==> src/rtl/dram_port_arbiter.sv <==
// Two-master round-robin arbiter for the external DRAM port: one posted request
// per master, single-cycle DRAM strobe, wait for dram_ack with timeout, ack back.
module dram_port_arbiter #(
   parameter int ADDR_BITS  = 22,
   parameter int DATA_BITS  = 32,
   parameter int TIMEOUT    = 1000,
   parameter int TIMER_BITS = 10
) (
   input  logic                   clk,
   input  logic                   reset_n,
   input  logic                   sync_reset,
   input  logic                   m0_rd_en,
   input  logic                   m0_wr_en,
   input  logic [ADDR_BITS-1:0]   m0_addr,
   input  logic [DATA_BITS/8-1:0] m0_be,
   input  logic [DATA_BITS-1:0]   m0_wdata,
   output logic                   m0_busy,
   output logic                   m0_ack,
   output logic                   m0_err,
   output logic [DATA_BITS-1:0]   m0_rdata,
   output logic                   m0_ovf,
   input  logic                   m1_rd_en,
   input  logic                   m1_wr_en,
   input  logic [ADDR_BITS-1:0]   m1_addr,
   input  logic [DATA_BITS/8-1:0] m1_be,
   input  logic [DATA_BITS-1:0]   m1_wdata,
   output logic                   m1_busy,
   output logic                   m1_ack,
   output logic                   m1_err,
   output logic [DATA_BITS-1:0]   m1_rdata,
   output logic                   m1_ovf,
   output logic [ADDR_BITS-1:0]   dram_mem_addr,
   output logic                   dram_mem_read_en,
   output logic                   dram_mem_write_en,
   output logic [DATA_BITS/8-1:0] dram_mem_byte_enable,
   output logic [DATA_BITS-1:0]   dram_mem_write_data,
   input  logic                   dram_ack,
   input  logic [DATA_BITS-1:0]   dram_mem_read_data
);
   localparam int BE_BITS = DATA_BITS / 8;

   typedef enum logic [1:0] {S_IDLE, S_ISSUE, S_WAIT} state_t;

   state_t                         state_q, state_d;
   logic [1:0]                     req_v, req_wr;
   logic [1:0][ADDR_BITS-1:0]      req_addr, addr_q, addr_d;
   logic [1:0][BE_BITS-1:0]        req_be, be_q, be_d;
   logic [1:0][DATA_BITS-1:0]      req_wdata, wdata_q, wdata_d, rdata_q, rdata_d;
   logic [1:0]                     pend_q, pend_d, wr_q, wr_d, ovf_q, ovf_d;
   logic [1:0]                     ack_q, ack_d, err_q, err_d, clr;
   logic                           last_q, last_d, gnt_q, gnt_d, g, done, done_err;
   logic [TIMER_BITS-1:0]          timer_q, timer_d;
   logic [ADDR_BITS-1:0]           daddr_q, daddr_d;
   logic                           drd_q, drd_d, dwr_q, dwr_d;
   logic [BE_BITS-1:0]             dbe_q, dbe_d;
   logic [DATA_BITS-1:0]           dwd_q, dwd_d;

   // Write wins when rd_en and wr_en arrive together.
   assign req_v     = {m1_rd_en | m1_wr_en, m0_rd_en | m0_wr_en};
   assign req_wr    = {m1_wr_en, m0_wr_en};
   assign req_addr  = {m1_addr, m0_addr};
   assign req_be    = {m1_be, m0_be};
   assign req_wdata = {m1_wdata, m0_wdata};

   always_comb begin
      state_d  = state_q;
      pend_d   = pend_q;
      wr_d     = wr_q;
      addr_d   = addr_q;
      be_d     = be_q;
      wdata_d  = wdata_q;
      ovf_d    = ovf_q;
      rdata_d  = rdata_q;
      ack_d    = '0;
      err_d    = '0;
      last_d   = last_q;
      gnt_d    = gnt_q;
      timer_d  = timer_q;
      daddr_d  = daddr_q;
      dbe_d    = dbe_q;
      dwd_d    = dwd_q;
      drd_d    = 1'b0;
      dwr_d    = 1'b0;
      g        = 1'b0;
      done     = 1'b0;
      done_err = 1'b0;
      clr      = '0;

      case (state_q)
         S_IDLE: begin
            if (|pend_q) begin
               g       = (&pend_q) ? ~last_q : pend_q[1];
               gnt_d   = g;
               last_d  = g;
               daddr_d = addr_q[g];
               dbe_d   = be_q[g];
               dwd_d   = wdata_q[g];
               drd_d   = ~wr_q[g];
               dwr_d   = wr_q[g];
               state_d = S_ISSUE;
            end
         end
         S_ISSUE: begin
            timer_d = '0;
            if (dram_ack) done = 1'b1;
            else          state_d = S_WAIT;
         end
         S_WAIT: begin
            if (dram_ack) begin
               done = 1'b1;
            end else if (timer_q == TIMER_BITS'(TIMEOUT - 1)) begin
               done     = 1'b1;
               done_err = 1'b1;
            end else begin
               timer_d = timer_q + 1'b1;
            end
         end
         default: state_d = S_IDLE;
      endcase

      if (done) begin
         ack_d[gnt_q]   = 1'b1;
         err_d[gnt_q]   = done_err;
         rdata_d[gnt_q] = (done_err || wr_q[gnt_q]) ? '0 : dram_mem_read_data;
         clr[gnt_q]     = 1'b1;
         state_d        = S_IDLE;
      end

      // Slot clear and capture never collide: capture needs the slot idle.
      for (int n = 0; n < 2; n++) begin
         if (clr[n]) pend_d[n] = 1'b0;
         if (req_v[n]) begin
            if (pend_q[n]) begin
               ovf_d[n] = 1'b1;
            end else begin
               pend_d[n]  = 1'b1;
               wr_d[n]    = req_wr[n];
               addr_d[n]  = req_addr[n];
               be_d[n]    = req_be[n];
               wdata_d[n] = req_wdata[n];
            end
         end
      end

      if (sync_reset) begin
         state_d = S_IDLE;
         pend_d  = '0;
         wr_d    = '0;
         addr_d  = '0;
         be_d    = '0;
         wdata_d = '0;
         ovf_d   = '0;
         rdata_d = '0;
         ack_d   = '0;
         err_d   = '0;
         last_d  = 1'b1;
         gnt_d   = 1'b0;
         timer_d = '0;
         daddr_d = '0;
         dbe_d   = '0;
         dwd_d   = '0;
         drd_d   = 1'b0;
         dwr_d   = 1'b0;
      end
   end

   always_ff @(posedge clk or negedge reset_n) begin
      if (!reset_n) begin
         state_q <= S_IDLE;
         pend_q  <= '0;
         wr_q    <= '0;
         addr_q  <= '0;
         be_q    <= '0;
         wdata_q <= '0;
         ovf_q   <= '0;
         rdata_q <= '0;
         ack_q   <= '0;
         err_q   <= '0;
         last_q  <= 1'b1;
         gnt_q   <= 1'b0;
         timer_q <= '0;
         daddr_q <= '0;
         dbe_q   <= '0;
         dwd_q   <= '0;
         drd_q   <= 1'b0;
         dwr_q   <= 1'b0;
      end else begin
         state_q <= state_d;
         pend_q  <= pend_d;
         wr_q    <= wr_d;
         addr_q  <= addr_d;
         be_q    <= be_d;
         wdata_q <= wdata_d;
         ovf_q   <= ovf_d;
         rdata_q <= rdata_d;
         ack_q   <= ack_d;
         err_q   <= err_d;
         last_q  <= last_d;
         gnt_q   <= gnt_d;
         timer_q <= timer_d;
         daddr_q <= daddr_d;
         dbe_q   <= dbe_d;
         dwd_q   <= dwd_d;
         drd_q   <= drd_d;
         dwr_q   <= dwr_d;
      end
   end

   assign m0_busy              = pend_q[0];
   assign m1_busy              = pend_q[1];
   assign m0_ack               = ack_q[0];
   assign m1_ack               = ack_q[1];
   assign m0_err               = err_q[0];
   assign m1_err               = err_q[1];
   assign m0_rdata             = rdata_q[0];
   assign m1_rdata             = rdata_q[1];
   assign m0_ovf               = ovf_q[0];
   assign m1_ovf               = ovf_q[1];
   assign dram_mem_addr        = daddr_q;
   assign dram_mem_read_en     = drd_q;
   assign dram_mem_write_en    = dwr_q;
   assign dram_mem_byte_enable = dbe_q;
   assign dram_mem_write_data  = dwd_q;
endmodule
==> config.mk <==
export PLATFORM = sky130hd
export DESIGN_NAME = dram_port_arbiter
export DESIGN_NICKNAME = d
export VERILOG_FILES = /design/src/rtl/dram_port_arbiter.sv
export SDC_FILE = /design/constraint.sdc
export NUM_CORES = 1
export LEC_CHECK = 0
export ABC_AREA = 1
export CORE_MARGIN = 1
export CORE_UTILIZATION = 40
export DETAILED_ROUTE_END_ITERATION = 6
export HOLD_SLACK_MARGIN = 0.08
export PLACE_DENSITY = 0.68
export SYNTH_ARGS = -nofsm -noshare
export SYNTH_HDL_FRONTEND = slang
export SYNTH_SLANG_ARGS = --single-unit
==> constraint.sdc <==
create_clock -name clk -period 5.1 [get_ports clk]
set_input_delay 0.765 -clock clk [delete_from_list [all_inputs] [get_ports clk]]
set_output_delay 0.765 -clock clk [all_outputs]
set_load 0.005 [all_outputs]
# Word level (Yosys, flattened, before mapping)
# Index checks and enable logic that the tools add are counted.
[classes] n_lt_le_gt_ge=3 mux=89 n_eq_ne=10 shifts=0 addsub=1 reduce_logical=20 bitwise=5 n_div=0 multipliers=0
[ops] op="2-to-1 mux 32 bit" n=11
[ops] op="2-to-1 mux 22 bit" n=9
[ops] op="2-to-1 mux 64 bit" n=3
[ops] op="bitwise mux 64 bit" n=1
[ops] op="2-to-1 mux 44 bit" n=1
[ops] op="2-to-1 mux 4 bit" n=9
[ops] op="2-to-1 mux 1 bit" n=35
[ops] op="demux 32 bit (select 1 bit)" n=1
[ops] op="2-to-1 mux 10 bit" n=3
[ops] op="2-to-1 mux 2 bit" n=11
[ops] op="case mux 10 bit (2 select lines)" n=1
[ops] op="nonzero test 2 bit" n=7
[ops] op="AND reduction 2 bit" n=6
[ops] op="adder 10 x 1 -> 10 bit (second input constant)" n=1
[ops] op="equality test 10 bit (second input constant)" n=1
[ops] op="!= test 3 bit (second input constant)" n=3
[ops] op="2-to-1 mux 8 bit" n=1
[ops] op="!= test 4 bit (second input constant)" n=2
[ops] op="case mux 2 bit (3 select lines)" n=1
[ops] op="AND reduction 3 bit" n=2
[ops] op="< comparator 1 x 2 -> 1 bit (second input constant)" n=2
[ops] op="!= test 2 bit (second input constant)" n=2
[ops] op="nonzero test 3 bit" n=1
[ops] op="AND 2 bit" n=1
[ops] op="other kinds (11)" n=13
[word_totals] ff_bits=264 latchBits=0 inputBits=156 romBits=0 mem_bits_rw=0 output_inout_bits=132 memories=0

# Depth between registers and ports, before layout
[logic_depth] depth_word=9 ltp_mapped=12 depth_no_buf=11

# Least setup slack after synthesis
# Ideal clock, no wire load.
[synth_timing] path_type="input port to flip-flop" from="input port m0_rd_en" to="register addr_q[11] (netlist bit)" path_stages=7 slack_ps=3334 n_path_buf=3 setup_time_ps=76 arrival_ps=1690 required_ps=5024 path_cell_list="or2_1 > clkbuf_1 > nand2_1 > nand2_1 > buf_2 > buf_2 > o21ai_1"
[synth_between] elab_chain_len=3
[synth_rtl] element="start: declaration" line="12" source="input logic m0_rd_en,"
[synth_rtl] element="bitwise OR 1 bit" line="59" source="assign req_v = {m1_rd_en | m1_wr_en, m0_rd_en | m0_wr_en};"
[synth_rtl] element="nonzero test 2 bit (no source line)"
[synth_rtl] element="AND reduction 2 bit (no source line)"
[synth_rtl] element="end signal: assignment" line="191" source="addr_q <= addr_d;"
[synth_rtl] element="end: declaration" line="46" source="logic [1:0][ADDR_BITS-1:0] req_addr, addr_q, addr_d;"
# Every way passes these cells.
# A chain may end at the register's enable or synchronous reset.

# Final worst setup path
[layout_timing] from="input port sync_reset" to="register rdata_q, in the netlist m1_rdata[0]"
[layout_between] elab_chain_len=1
[layout_rtl] element="start: declaration" line="11" source="input logic sync_reset,"
[layout_rtl] element="2-to-1 mux 64 bit or nonzero test 2 bit (tied branches)"
[layout_rtl] element="end signal: assignment" line="195" source="rdata_q <= rdata_d;"
[layout_rtl] element="end: declaration" line="48" source="logic [1:0][DATA_BITS-1:0] req_wdata, wdata_q, wdata_d, rdata_q, rdata_d;"
# Parallel ways exist; a longest one is shown, timed or not.

==> flow_summary.toml <==
[outcome]
status = "finished, final reports clean"

[synthesis]
synth-seq-cells = 264
synthesis.area_um2 = 11050
synth.area.top_cells = "dfrtp_1 60%, nand3_1 8.4%, o21ai_0 5.1%"
yosys.area.top_type_share = 0.5957
syn-instance-count = 1135
ys_seq_area_frac = 0.5981
synth-warning-count = 0
postSynthNetCount = 1296
yosys.cell_types.count = 35
yosys.area.top_type = "dfrtp_1"
synthesis.area_per_instance_um2 = 9.734

[cells_and_area]
layout.cells.most_common = "clkdlybuf4s50_1"
final_layout_size_suffix_gt1_frac = 0.07128
most_frequent_cells_in_the_layout = "286 x clkdlybuf4s50_1, 263 x dfrtp_1, 185 x nand3_1, 144 x nand2_1, 135 x inv_1"
post-route-util = 0.5587
fin_nets = 1542
final_cell_area_um2 = 15100
synthToLayoutAreaGrowth_pct = 36.67

[timing]
timing.final.max_slew_violations = 0
clock.fmax_ghz = 0.3242
setup_viol = 0
slew_headroom = 0.3502
finalWorstPathRequiredPeriod_ns = 3.084
finClkSkew_ns = 0.01656
rsz_0062_raised_after_global_routing = "false"
final.setup.tns_ns = 0
worstMarginPinSlew_ns = 0.9712
final_min_period_over_clock_period = 0.6048
finalHoldViolCount = 0

[worst_setup_path]
critical_path.reg2reg.startpoint = "state_q[0]$_DFFE_PN0P_"
path_delay_family = "buffers and inverters"
timing.critical_path.from = "sync_reset"
reg2reg_to = "dram_mem_addr[20]$_DFFE_PN0P_"
slowest_stage = "clkdlybuf4s50_1"
worst-endpoint-required_ns = 5.53
critical_path.cell_chain = "clkdlybuf4s50_1 -> inv_2 -> buf_4 -> nand4_4 -> o21ai_0"
worstPathArrival_ns = 3.51
timing.critical_path.to_type = "flop"
timing_worst_setup_path_type = "input pin to flop"
rr_worst_depth = 7
critPathBufInv = 3
crit_path_largest_cell_delay_ns = 0.72
worst-path-stages = 5
timing.critical_path.to = "m1_rdata[0]$_DFFE_PN0P_"
critPathMaxFanout = 70
reg2reg_setup_slack_ns = 2.74
worstSetupStartpointType = "input pin"

[grt]
grt_pass1_vias = 9361
maximum_number_of_pins_on_one_net_before_global_route_repair = 110
antenna_found_initial = 1
grt_first_pass_wirelength_um = 52120
grt_util_all_layers = 0.2310
globalRouteOverflowTotal = 0

[drt]
detailedRoute.firstIterationViolations = 1003
overall_via_count_from_detail_route = 9366
totalWireLength_um = 32700
via_per_inst = 5.367
route.detailed.wl_per_inst_um = 18.74
postRouteAntennaNets = 0
detailedRoute.firstPassIterationCount = 5
drc = 0

[run]
drv_cap = 0

[power]
peakVddDrop_mv = 0.2925
part_of_the_power_in_registers = 0.414
leakage_power_of_the_design_uw = 0.006514
swShare = 0.2784
pwr_dens_nw_per_um2 = 385.6
p_int_uw = 4202
combPwrFrac = 0.192
total_power_uw = 5823
p_clk_frac = 0.394
netSwitchingPower_uw = 1621

[floorplanning]
core-area_um2 = 27030
die_area_um2 = 28290
floorplan.initialDensity = 0.4088
chipWidth_um = 168.2
die_height_um = 168.2
design.portCount = 288
std_cell_rows = 60

[clocking]
clockBufferDepth = 3
cts-hold-fix-buffers = 0
htreeDepth = 1
number_of_post_cts_setup_repair_buffers = 0
worstSkewPairLatency_ns = 0.55
cts.root.buffer_cell = "clkbuf_16"
tritoncts = "done"
post_cts_resize_count = 0
cts.reportedPaths.clkPinSlew_ns = 0.06
clock_sink_count = 264
tritoncts.num_buffers = 28

[placement]
numPortBuffers = 287
placed_cell_area_um2 = 14040
final_weighted_congestion_in_routability_driven_placement = 0.8170
place.detailed.hpwl_um = 20420

[min_path]
min-delay-path-class = "input pin to asynchronous set/reset pin"
layer usage:
| layer | track usage | routed length (um) | vias up |
|---|---|---|---|
| li1 | - | - | 4330 |
| met1 | 0.3149 | 13860 | 4579 |
| met2 | 0.3658 | 15150 | 410 |
| met3 | 0.06041 | 2961 | 47 |
| met4 | 0.06285 | 725 | 0 |
| met5 | 0 | 0 | - |
cells in the mapped netlist:
master and instances:
dfrtp_1 263, nand3_1 185, nand2_1 146, inv_1 135, o21ai_0 112, o21ai_1 81, o221ai_1 48, clkbuf_1 34
buf_2 32, nor2_1 18, buf_6 10, o221ai_2 10, nand4_1 9, a21oi_1 6, inv_2 6, ha_1 5
buf_1 4, buf_4 4, nand2_2 3, or2_1 3, nand3_2 2, nand3_4 2, nand4_4 2, nor2_2 2
nor3_1 2, o21bai_1 2, a21oi_2 1, dfstp_2 1, nand2_4 1, nand3b_1 1, nor3b_1 1, o2111ai_1 1
o21a_1 1, o22ai_1 1, xor2_1 1
logic make-up (layout without fill, tap and decap cells):
| kind of cell | after synthesis | after routing | share of synthesized area |
|---|---|---|---|
| xor+xnor | 1 | 1 | 0.0007929 |
| flops | 264 | 264 | 0.5981 |
| compound gates | 263 | 263 | 0.1460 |
| buf+inv | 225 | 493 | 0.08822 |
| other cells | 0 | 1 | 0 |
| fa+ha+maj | 5 | 5 | 0.005663 |
| simple gates | 377 | 377 | 0.1613 |
sequential cells by signal, summed over array words and instances (netlist names), 4 cells and up:
register              flops
addr_q                   44
be_q                      8
dram_mem_addr            22
dram_mem_byte_enable      4
dram_mem_write_data      32
m0_rdata                 32
m1_rdata                 32
timer_q                  10
wdata_q                  64
worst min path at each step:
stage,startpoint,to,slack (ns),depth (start not counted)
final,reset_n,dram_mem_addr[13]$_DFFE_PN0P_,0.31,1
after floorplan,reset_n,ack_q[0]$_DFF_PN0_,0.47,0
after global routing,reset_n,addr_q[37]$_DFFE_PN0P_,0.36,1
after global placement,dram_mem_write_data[14]$_DFFE_PN0P_,dram_mem_write_data[14]$_DFFE_PN0P_,0.47,2
after detailed placement,dram_mem_write_data[31]$_DFFE_PN0P_,dram_mem_write_data[31]$_DFFE_PN0P_,0.48,2
after CTS,reset_n,m0_rdata[10]$_DFFE_PN0P_,0.32,1
through the flow:
stage / setup WS (ns) / hold slack (ns) / instances
floorplan: 3.334 / 0.4689 / 1135
global route: 1.797 / 0.3572 / 1745
CTS: 2.025 / 0.3221 / 1744
detailed placement: 1.477 / 0.4772 / 1692
global placement: 1.511 / 0.4731 / 1692
finish: 2.016 / 0.3121 / 1745
power groups by stage:
stage	combinational, uW	clock, uW	sequential [uW]
finish	1120	2290	2410
global placement	1100	0	2440
CTS	1130	2330	2410
floorplan	572	0	2430
detailed placement	1120	0	2440
global route	1220	2420	2430
final cells by class:
| cell class | count | area [um2] |
|---|---|---|
| fillers | 2419 | 11930 |
| flip-flops and latches | 264 | 6608 |
| multi-input cells | 646 | 3486 |
| repair buffers | 300 | 2988 |
| clock buffers | 38 | 829.5 |
| inverters | 141 | 529.3 |
| well taps | 341 | 426.7 |
| clock inverters | 14 | 230.2 |
| diodes | 1 | 2.502 |
No activity file was read; power rests on OpenSTA's default activity.
